===== src/rtl/c_tile_sched_if.sv =====
// Handshake/bus bundle between the C-tile scheduler and its environment
// (PE array, control_C buffer, result sink).
interface c_tile_sched_if #(
  parameter int DATA_W = 64,
  parameter int BW     = 6
);
  logic              start_in;
  logic [31:0]       N_in;
  logic              pe_valid_in;
  logic              pe_ready_out;
  logic              load_pos_bit_out;
  logic              store_pos_bit_out;
  logic [BW-1:0]     beat_idx_out;
  logic [31:0]       pass_idx_out;
  logic [DATA_W-1:0] rd_data_in;
  logic              res_ready_in;
  logic [DATA_W-1:0] res_data_out;
  logic              res_valid_out;
  logic              busy_out;
  logic              done_out;

  modport master (
    input  start_in, N_in, pe_valid_in, rd_data_in, res_ready_in,
    output pe_ready_out, load_pos_bit_out, store_pos_bit_out, beat_idx_out,
           pass_idx_out, res_data_out, res_valid_out, busy_out, done_out
  );

  modport slave (
    output start_in, N_in, pe_valid_in, rd_data_in, res_ready_in,
    input  pe_ready_out, load_pos_bit_out, store_pos_bit_out, beat_idx_out,
           pass_idx_out, res_data_out, res_valid_out, busy_out, done_out
  );
endinterface


===== src/rtl/c_tile_sched.sv =====
// C-tile accumulation sequencer: N passes of BEATS load/store strobes into
// control_C, then a BEATS-long readout of the finished tile.
//
// state     | meaning
// S_IDLE    | waiting for start_in
// S_ACCUM   | accepting PE beats, one load strobe per pe_valid_in
// S_DRAIN   | no new loads, waiting for delayed store strobes to flush
// S_READOUT | issuing readout strobes on res_ready_in, returning rd_data
// S_DONE    | one-cycle completion pulse
module c_tile_sched #(
  parameter int DATA_W  = 64,
  parameter int SI      = 8,
  parameter int SJ      = 8,
  parameter int ACC_LAT = 1
) (
  input  logic            clk,
  input  logic            rst,
  c_tile_sched_if.master  io
);
  localparam int BEATS = SI * SJ;
  localparam int BW    = (BEATS > 1) ? $clog2(BEATS) : 1;
  localparam logic [BW-1:0] LAST_BEAT = BW'(BEATS - 1);

  typedef enum logic [2:0] {S_IDLE, S_ACCUM, S_DRAIN, S_READOUT, S_DONE} state_t;

  state_t              r_state, w_next;
  logic [31:0]         r_n, r_pass;
  logic [BW-1:0]       r_beat;
  logic                r_all_issued;
  logic [ACC_LAT-1:0]  r_ld_sr, r_rd_sr;
  logic [ACC_LAT-1:0]  w_ld_shift, w_rd_shift;
  logic [DATA_W-1:0]   r_res_data;
  logic                w_acc_fire, w_rd_fire, w_last_beat, w_final, w_rd_cap;

  assign w_acc_fire  = (r_state == S_ACCUM) && io.pe_valid_in;
  assign w_rd_fire   = (r_state == S_READOUT) && io.res_ready_in && !r_all_issued;
  assign w_last_beat = (r_beat == LAST_BEAT);
  assign w_final     = w_acc_fire && w_last_beat && (r_pass == (r_n - 32'd1));
  assign w_ld_shift  = r_ld_sr << 1;
  assign w_rd_shift  = r_rd_sr << 1;

  // rd_data is captured one stage before res_valid so both line up at ACC_LAT
  generate
    if (ACC_LAT == 1) begin : g_cap1
      assign w_rd_cap = w_rd_fire;
    end else begin : g_capn
      assign w_rd_cap = r_rd_sr[ACC_LAT-2];
    end
  endgenerate

  always_comb begin
    w_next = r_state;
    case (r_state)
      S_IDLE:    if (io.start_in) w_next = (io.N_in == 32'd0) ? S_DONE : S_ACCUM;
      S_ACCUM:   if (w_final) w_next = S_DRAIN;
      S_DRAIN:   if (w_ld_shift == '0) w_next = S_READOUT;
      S_READOUT: if (r_all_issued && r_rd_sr[ACC_LAT-1] && (w_rd_shift == '0))
                   w_next = S_DONE;
      S_DONE:    w_next = S_IDLE;
      default:   w_next = S_IDLE;
    endcase
  end

  always_ff @(posedge clk) begin
    if (rst) begin
      r_state      <= S_IDLE;
      r_n          <= '0;
      r_pass       <= '0;
      r_beat       <= '0;
      r_all_issued <= 1'b0;
      r_ld_sr      <= '0;
      r_rd_sr      <= '0;
      r_res_data   <= '0;
    end else begin
      r_state <= w_next;
      r_ld_sr <= w_ld_shift | ACC_LAT'(w_acc_fire);
      r_rd_sr <= w_rd_shift | ACC_LAT'(w_rd_fire);
      if (w_rd_cap) r_res_data <= io.rd_data_in;
      case (r_state)
        S_IDLE: begin
          if (io.start_in) begin
            r_n          <= io.N_in;
            r_beat       <= '0;
            r_pass       <= '0;
            r_all_issued <= 1'b0;
          end
        end
        S_ACCUM: begin
          if (w_acc_fire) begin
            if (w_last_beat) begin
              r_beat <= '0;
              r_pass <= r_pass + 32'd1;
            end else begin
              r_beat <= r_beat + BW'(1);
            end
          end
        end
        S_DRAIN: begin
          r_beat       <= '0;
          r_all_issued <= 1'b0;
        end
        S_READOUT: begin
          if (w_rd_fire) begin
            r_beat <= w_last_beat ? '0 : r_beat + BW'(1);
            if (w_last_beat) r_all_issued <= 1'b1;
          end
        end
        default: ;
      endcase
    end
  end

  assign io.pe_ready_out      = (r_state == S_ACCUM);
  assign io.load_pos_bit_out  = w_acc_fire || w_rd_fire;
  assign io.store_pos_bit_out = r_ld_sr[ACC_LAT-1];
  assign io.beat_idx_out      = r_beat;
  assign io.pass_idx_out      = r_pass;
  assign io.res_data_out      = r_res_data;
  assign io.res_valid_out     = r_rd_sr[ACC_LAT-1];
  assign io.busy_out          = (r_state == S_ACCUM) || (r_state == S_DRAIN) ||
                                (r_state == S_READOUT);
  assign io.done_out          = (r_state == S_DONE);
endmodule


===== src/flat_wrapper.sv =====
// flat-port wrapper written by rule: the top's interface ports become plain ports
module c_tile_sched_flat 
#(
  parameter int DATA_W  = 64,
  parameter int SI      = 8,
  parameter int SJ      = 8,
  parameter int ACC_LAT = 1
)
  (clk, rst, io_start_in, io_N_in, io_pe_valid_in, io_rd_data_in, io_res_ready_in, io_pe_ready_out, io_load_pos_bit_out, io_store_pos_bit_out, io_beat_idx_out, io_pass_idx_out, io_res_data_out, io_res_valid_out, io_busy_out, io_done_out);
  c_tile_sched_if #(.DATA_W(DATA_W), .BW((6))) io_i ();
  input  logic clk;
  input  logic rst;
  input wire logic [$bits(io_i.start_in)-1:0] io_start_in;
  input wire logic [$bits(io_i.N_in)-1:0] io_N_in;
  input wire logic [$bits(io_i.pe_valid_in)-1:0] io_pe_valid_in;
  input wire logic [$bits(io_i.rd_data_in)-1:0] io_rd_data_in;
  input wire logic [$bits(io_i.res_ready_in)-1:0] io_res_ready_in;
  output wire logic [$bits(io_i.pe_ready_out)-1:0] io_pe_ready_out;
  output wire logic [$bits(io_i.load_pos_bit_out)-1:0] io_load_pos_bit_out;
  output wire logic [$bits(io_i.store_pos_bit_out)-1:0] io_store_pos_bit_out;
  output wire logic [$bits(io_i.beat_idx_out)-1:0] io_beat_idx_out;
  output wire logic [$bits(io_i.pass_idx_out)-1:0] io_pass_idx_out;
  output wire logic [$bits(io_i.res_data_out)-1:0] io_res_data_out;
  output wire logic [$bits(io_i.res_valid_out)-1:0] io_res_valid_out;
  output wire logic [$bits(io_i.busy_out)-1:0] io_busy_out;
  output wire logic [$bits(io_i.done_out)-1:0] io_done_out;
  assign io_i.start_in = io_start_in;
  assign io_i.N_in = io_N_in;
  assign io_i.pe_valid_in = io_pe_valid_in;
  assign io_i.rd_data_in = io_rd_data_in;
  assign io_i.res_ready_in = io_res_ready_in;
  assign io_pe_ready_out = io_i.pe_ready_out;
  assign io_load_pos_bit_out = io_i.load_pos_bit_out;
  assign io_store_pos_bit_out = io_i.store_pos_bit_out;
  assign io_beat_idx_out = io_i.beat_idx_out;
  assign io_pass_idx_out = io_i.pass_idx_out;
  assign io_res_data_out = io_i.res_data_out;
  assign io_res_valid_out = io_i.res_valid_out;
  assign io_busy_out = io_i.busy_out;
  assign io_done_out = io_i.done_out;
  c_tile_sched #(.DATA_W(DATA_W), .SI(SI), .SJ(SJ), .ACC_LAT(ACC_LAT)) u_core (.clk(clk), .rst(rst), .io(io_i));
endmodule

===== config.mk =====
export PLATFORM = sky130hd
export DESIGN_NAME = c_tile_sched_flat
export DESIGN_NICKNAME = d
export VERILOG_FILES = /design/src/rtl/c_tile_sched_if.sv /design/src/rtl/c_tile_sched.sv /design/src/flat_wrapper.sv
export SDC_FILE = /design/constraint.sdc
export NUM_CORES = 1
export LEC_CHECK = 0
export BUFFER_PORTS_ARGS = -buffer_cell sky130_fd_sc_hd__buf_2
export CAP_MARGIN = 20
export CORE_ASPECT_RATIO = 0.75
export CORE_MARGIN = 4
export CORE_UTILIZATION = 50
export DETAILED_ROUTE_END_ITERATION = 8
export PLACE_DENSITY = 0.79
export REMOVE_ABC_BUFFERS = 1
export SLEW_MARGIN = 10
export SYNTH_ARGS = -nofsm -noshare
export SYNTH_HDL_FRONTEND = slang
export SYNTH_SLANG_ARGS = --single-unit

===== constraint.sdc =====
create_clock -name clk -period 4.6 [get_ports clk]
set_input_delay 0.46 -clock clk [delete_from_list [all_inputs] [get_ports clk]]
set_output_delay 0.46 -clock clk [all_outputs]
set_load 0.05 [all_outputs]

==> Word-level counts from Yosys, hierarchy flattened <==
Cells that the tools add are included.
{ "word_totals": {"word_cells": 62, "out_inout_bits": 108, "reg_bits": 140} }
{ "classes": {"eq_ne": 13, "n_mux": 18, "addsub": 3, "reduce_logical": 20} }
{ "ops": {"columns": ["cell", "count"], "rows": [
  ["32-bit 2-to-1 mux", 3],
  ["32-bit case mux with 2 select lines", 1],
  ["32-bit by 1-bit adder with 32-bit output (second input constant)", 1],
  ["32-bit equality test", 1],
  ["32-bit logical NOT", 1],
  ["32-bit by 1-bit subtractor with 32-bit output (second input constant)", 1],
  ["6-bit 2-to-1 mux", 4],
  ["6-bit case mux with 4 select lines", 1],
  ["3-bit 2-to-1 mux", 4],
  ["3-bit case mux with 4 select lines", 1],
  ["4-bit AND reduction", 3],
  ["2-bit by 1-bit != test with 1-bit output (second input constant)", 5],
  ["6-bit by 1-bit adder with 6-bit output (second input constant)", 1],
  ["3-bit by 2-bit equality test with 1-bit output (second input constant)", 2],
  ["6-bit equality test (second input constant)", 1],
  ["1-bit logical AND", 6],
  ["2-bit != test (second input constant)", 2],
  ["4-bit nonzero test", 1],
  ["3-bit by 1-bit equality test with 1-bit output (second input constant)", 1],
  ["3-bit equality test (second input constant)", 1],
  ["3-bit logical NOT", 1],
  ["1-bit logical OR", 3],
  ["1-bit 2-to-1 mux", 3],
  ["1-bit case mux with 3 select lines", 1],
  ["5 further kinds", 5]
]} }

==> Longest topological paths before layout <==
{ "depth": {"word_depth": 6, "ltp_mapped": 11, "ltp_nobuf": 10} }

==> Worst setup path after synthesis <==
No wires, ideal clock.
{ "synth_path": {"kind": "register to register", "from": "reg u_core.r_beat[0], in the netlist u_core.io.beat_idx_out[0]", "to": "reg u_core.r_pass[24], in the netlist u_core.io.pass_idx_out[24]", "n_path_buf": 2, "setup_time_ns": 0.070, "t_arrival_ns": 2.652, "stages_incl_launch_ff": 11, "synth_period_minus_slack_ns": 2.722, "path_slack_ns": 1.878, "t_required_ns": 4.530, "cell_sequence": "dfxtp_1 > ha_1 > and2_1 > a41o_1 > and2_1 > buf_2 > nand3_2 > or3_1 > buf_2 > or3_1 > a21oi_1"} }
{ "synth_between": {"elab_chain_len": 3} }
{ "synth_rtl": {"columns": ["element", "line", "source"], "rows": [
  ["start, declared", "c_tile_sched.sv:28", "logic [BW-1:0] r_beat;"],
  ["start signal, assigned", "c_tile_sched.sv:94", "r_beat <= r_beat + BW'(1);"],
  ["start signal, assigned", "c_tile_sched.sv:104", "r_beat <= w_last_beat ? '0 : r_beat + BW'(1);"],
  ["6-bit equality test", "c_tile_sched.sv:37", "assign w_last_beat = (r_beat == LAST_BEAT);"],
  ["2-bit by 1-bit != test with 1-bit output (no line)", null, null],
  ["4-bit AND reduction (no line)", null, null],
  ["end signal, assigned", "c_tile_sched.sv:92", "r_pass <= r_pass + 32'd1;"],
  ["end, declared", "c_tile_sched.sv:27", "logic [31:0] r_n, r_pass;"]
]} }
Every way passes these cells.
A chain may end at the register's enable or synchronous reset.

==> Worst setup path after layout <==
{ "layout_path": {"from": "reg u_core.r_state[0]", "to": "out io_load_pos_bit_out"} }
{ "layout_between": {"elab_chain_len": 4, "elab_cells_between_ends": 6, "cone_classes": "eq/ne: 2; reduce/logical: 4"} }
{ "layout_rtl": {"columns": ["element", "line", "source"], "rows": [
  ["start, declared", "c_tile_sched.sv:26", "state_t r_state, w_next;"],
  ["start signal, assigned", "c_tile_sched.sv:75", "r_state <= w_next;"],
  ["3-bit by 2-bit equality test with 1-bit output", "c_tile_sched.sv:36", "assign w_rd_fire = (r_state == S_READOUT) && io.res_ready_in && !r_all_issued;"],
  ["1-bit logical AND (2 in series)", "c_tile_sched.sv:36", null],
  ["1-bit logical OR *", "c_tile_sched.sv:114", "assign io.load_pos_bit_out = w_acc_fire || w_rd_fire;"],
  ["end, declared", "flat_wrapper.sv:19", "output wire logic [$bits(io_i.load_pos_bit_out)-1:0] io_load_pos_bit_out;"]
]} }
Mark *: on every way between the ends. The rest lies on a longest branch, timed or not.

==> flow_summary_export.csv <==
group,metric,value,unit
run_status,status,"finished clean",
timing,slew_viol_final,0,
setup_path,ff2ff_path_depth,10,
clock_network,numCtsBuffers,17,
timing,hold_violations,0,
clock_network,htree_levels,4,
synthesis,synth_edf_count,0,
die,rows,36,
clock_network,postCtsResizedCells,0,
cells_and_area,nFillCells,1180,
synthesis,synthFlopType,"dfxtp_1",
drt,drc,0,
placed_design,dp_hpwl,13900,um
setup_path,crit_type,"flop to output pin",
synthesis,yosysWarnings,0,
synthesis,ys_async_sr_fraction,0,%
power_and_ir_drop,cellPowerDensity,356,nW/um2
synthesis,synth_simple_gate_area_share,30.2,%
power_and_ir_drop,ir_drop,0.286,mV
cells_and_area,final_layout_size_suffix_gt1_share,24.6,%
global_route,grt_pass1_vias,6267,
cells_and_area,design_area,8320,um2
clock_network,clock_latency,0.44,ns
die,fp.dieH,108,um
synthesis,syn_area,6610,um2
timing,finalSetupViolCount,0,
cells_and_area,nets,1152,
timing,period_share,67.6,%
global_route,antenna_found_initial,1,
placed_design,gp_congestion,0.919,
synthesis,synth_compound_area_share,15.0,%
clock_network,cts_tree,"built",
synthesis,synth_top_family_by_area,"simple AND/OR/NAND/NOR gates",
placed_design,port-buffer-count,208,
setup_path,timing.critical_path.slowest_cell_delay,0.59,ns
timing,setup_ws,1.49,ns
timing,fin_setup_tns,0,ns
setup_path,end_kind,"output pin",
drt,vias,6698,
global_route,grt_max_degree,81,
timing,fmax,0.321,GHz
timing,grt_setup_unrepaired,"no",
setup_path,critPathBufInv,2,
job,maxCapViolations,0,
setup_path,crit_start,"u_core.r_state[0]$_SDFFE_PP0P_",
setup_path,cp-start-kind,"flop",
die,core-area,13000,um2
setup_path,cp_slowest_cell,"dfxtp_1",
drt,avgRoutedWirePerCell,15.4,um
clock_network,cts_buffer_depth,2,
placed_design,dp_slack,1.68,ns
die,ios,209,
setup_path,cp-endpoint,"io_load_pos_bit_out",
synthesis,synthDistinctLibCells,58,
setup_path,rrSetupSlack,1.59,ns
clock_network,hold_buffers,0,
clock_network,cts.sinks,140,
synthesis,synth_seq_area_share,42.4,%
setup_path,cp_cell_sequence,"nand2b_1 > or3_2 > buf_4 > nand2_1 > buf_2",
synthesis,avgSynthCellArea,7.64,um2
synthesis,yosys-top-cells-area,"dfxtp_1 42%, nand2_1 13%, a21oi_1 9.4%",
synthesis,synthAdderAreaFrac,0.568,%
setup_path,required,4.14,ns
drt,antenna_left,0,
die,die_x,141,um
setup_path,critical_path_arrival,2.65,ns
synthesis,yosysTopAreaCell,"dfxtp_1",
timing,worst_pin_slew,1.04,ns
cells_and_area,syn_to_final_growth,26.0,%
synthesis,yosysTopAreaCellShare,42.4,%
drt,finalWirelength,19000,um
drt,viasPerCell,5.44,
clock_network,clk_pin_slew,0.07,ns
timing,slew-limit-headroom,31.0,%
drt,detail_route.iter0.violations,452,
global_route,overflow,0,
setup_path,cp_top_family,"simple AND/OR/NAND/NOR gates",
timing,skew,0.0155,ns
global_route,grt_first_pass_wirelength,30800,um
timing,fin_crit,3.11,ns
synthesis,synth_xor_area_share,7.69,%
synthesis,synth-seq-cells,140,
drt,drt_pass1_iterations,6,
clock_network,cts_root_buf,"clkbuf_16",
setup_path,reg2reg_to,"u_core.r_state[1]$_SDFFE_PP0P_",
hold_path,hold_path_class,"input port to flop",
synthesis,synth_mux_area_share,0.758,%
setup_path,r2r_start,"u_core.r_n[0]$_SDFFE_PP0P_",
die,initial_core_util,50.9,%
setup_path,cp_max_fo,68,
power_and_ir_drop,p_leak,3.46,nW
cells_and_area,diodes,0,
placed_design,postPlaceCellArea,7710,um2
synthesis,syn_inst,865,
setup_path,cp.depth,5,
die,dieArea,15100,um2
global_route,track_usage,25.2,%
clock_network,postCtsSetupBuffers,0,
tightest hold or removal path, stage by stage:
cell     delay (ns)
buf_2          0.09
nand2_1        0.04
a21oi_1        0.05
layout make-up:
cell class | instances | area (um2) | area share [%]
clock buffers | 17 | 425 | 5.11
repair buffers | 215 | 1100 | 13.3
inverters | 7 | 26.3 | 0.316
flip-flops and latches | 140 | 2800 | 33.7
clock inverters | 15 | 165 | 1.99
well taps | 171 | 214 | 2.57
multi-input cells | 667 | 3580 | 43.1
Yosys cell counts, types with 10 or more instances:
cell	instances
and3_1	10
dfxtp_1	140
o21ai_0	18
nand3_1	14
nor4_1	15
clkbuf_1	40
nand4_1	12
nor2_1	61
a21oi_1	124
xnor2_1	28
nor3_1	17
xor2_1	30
nand2_1	229
or3_1	18
how the worst min path moves through the flow:
stage	start	endpoint	slack, ns	cells after the start
detailed placement	u_core.io.res_data_out[46]$_SDFFE_PP0P_	u_core.io.res_data_out[46]$_SDFFE_PP0P_	0.44	2
finish	io_rd_data_in[15]	u_core.io.res_data_out[15]$_SDFFE_PP0P_	0.25	3
CTS	io_rd_data_in[17]	u_core.io.res_data_out[17]$_SDFFE_PP0P_	0.24	3
global route	io_rd_data_in[2]	u_core.io.res_data_out[2]$_SDFFE_PP0P_	0.24	3
global placement	u_core.io.res_data_out[23]$_SDFFE_PP0P_	u_core.io.res_data_out[23]$_SDFFE_PP0P_	0.44	2
floorplan	u_core.r_n[31]$_SDFFE_PP0P_	u_core.r_n[31]$_SDFFE_PP0P_	0.44	2
power breakdown:
group	internal, mW	leakage (nW)	switching, mW
clock network	0.732	0.293	0.630
registers	1.23	1.13	0.0378
logic	0.136	2.03	0.192
total	2.10	3.46	0.860
metrics by stage:
step	total power, mW	utilization [%]	hold WS, ns	instances
floorplan	1.49	-	0.442	814
global placement	1.61	59.5	0.438	1199
detailed placement	1.62	59.5	0.444	1199
CTS	2.97	64.0	0.245	1231
global route	3.07	64.1	0.245	1232
finish	2.96	64.1	0.254	1232
registers in the layout, indices dropped and copies added, names as in the netlist:
signal and flops:
u_core.io.store_pos_bit_out 1, u_core.io.beat_idx_out 6, u_core.io.res_valid_out 1, u_core.r_n 32, u_core.io.pass_idx_out 32, u_core.io.res_data_out 64, u_core.r_all_issued 1, u_core.r_state 3
layer usage:
layer / part of all wire [%] / up-vias / global-route usage, %
met1: 42 / 3062 / 32.1
met2: 46 / 256 / 39.6
met5: 0.037 / - / 0
met4: 2.3 / 2 / 8.51
met3: 9.5 / 43 / 9.19
li1: - / 3335 / -
placed cells by master, fill, tap and decap left out, types with 8 or more instances in the layout:
| master | instances |
|---|---|
| a21oi_1 | 124 |
| and3_1 | 10 |
| buf_2 | 207 |
| clkbuf_16 | 17 |
| dfxtp_1 | 140 |
| nand2_1 | 229 |
| nand2b_1 | 8 |
| nand3_1 | 14 |
| nand4_1 | 12 |
| nor2_1 | 61 |
| nor3_1 | 16 |
| nor4_1 | 15 |
| o21ai_0 | 18 |
| or3_1 | 17 |
| xnor2_1 | 28 |
| xor2_1 | 30 |
logic make-up after synthesis:
logic type | Yosys count
buf+inv | 58
compound gates | 177
xor+xnor | 58
flops | 140
fa+ha+maj | 3
simple gates | 424
mux | 5
Note: power is estimated with default switching activity, not from simulation.
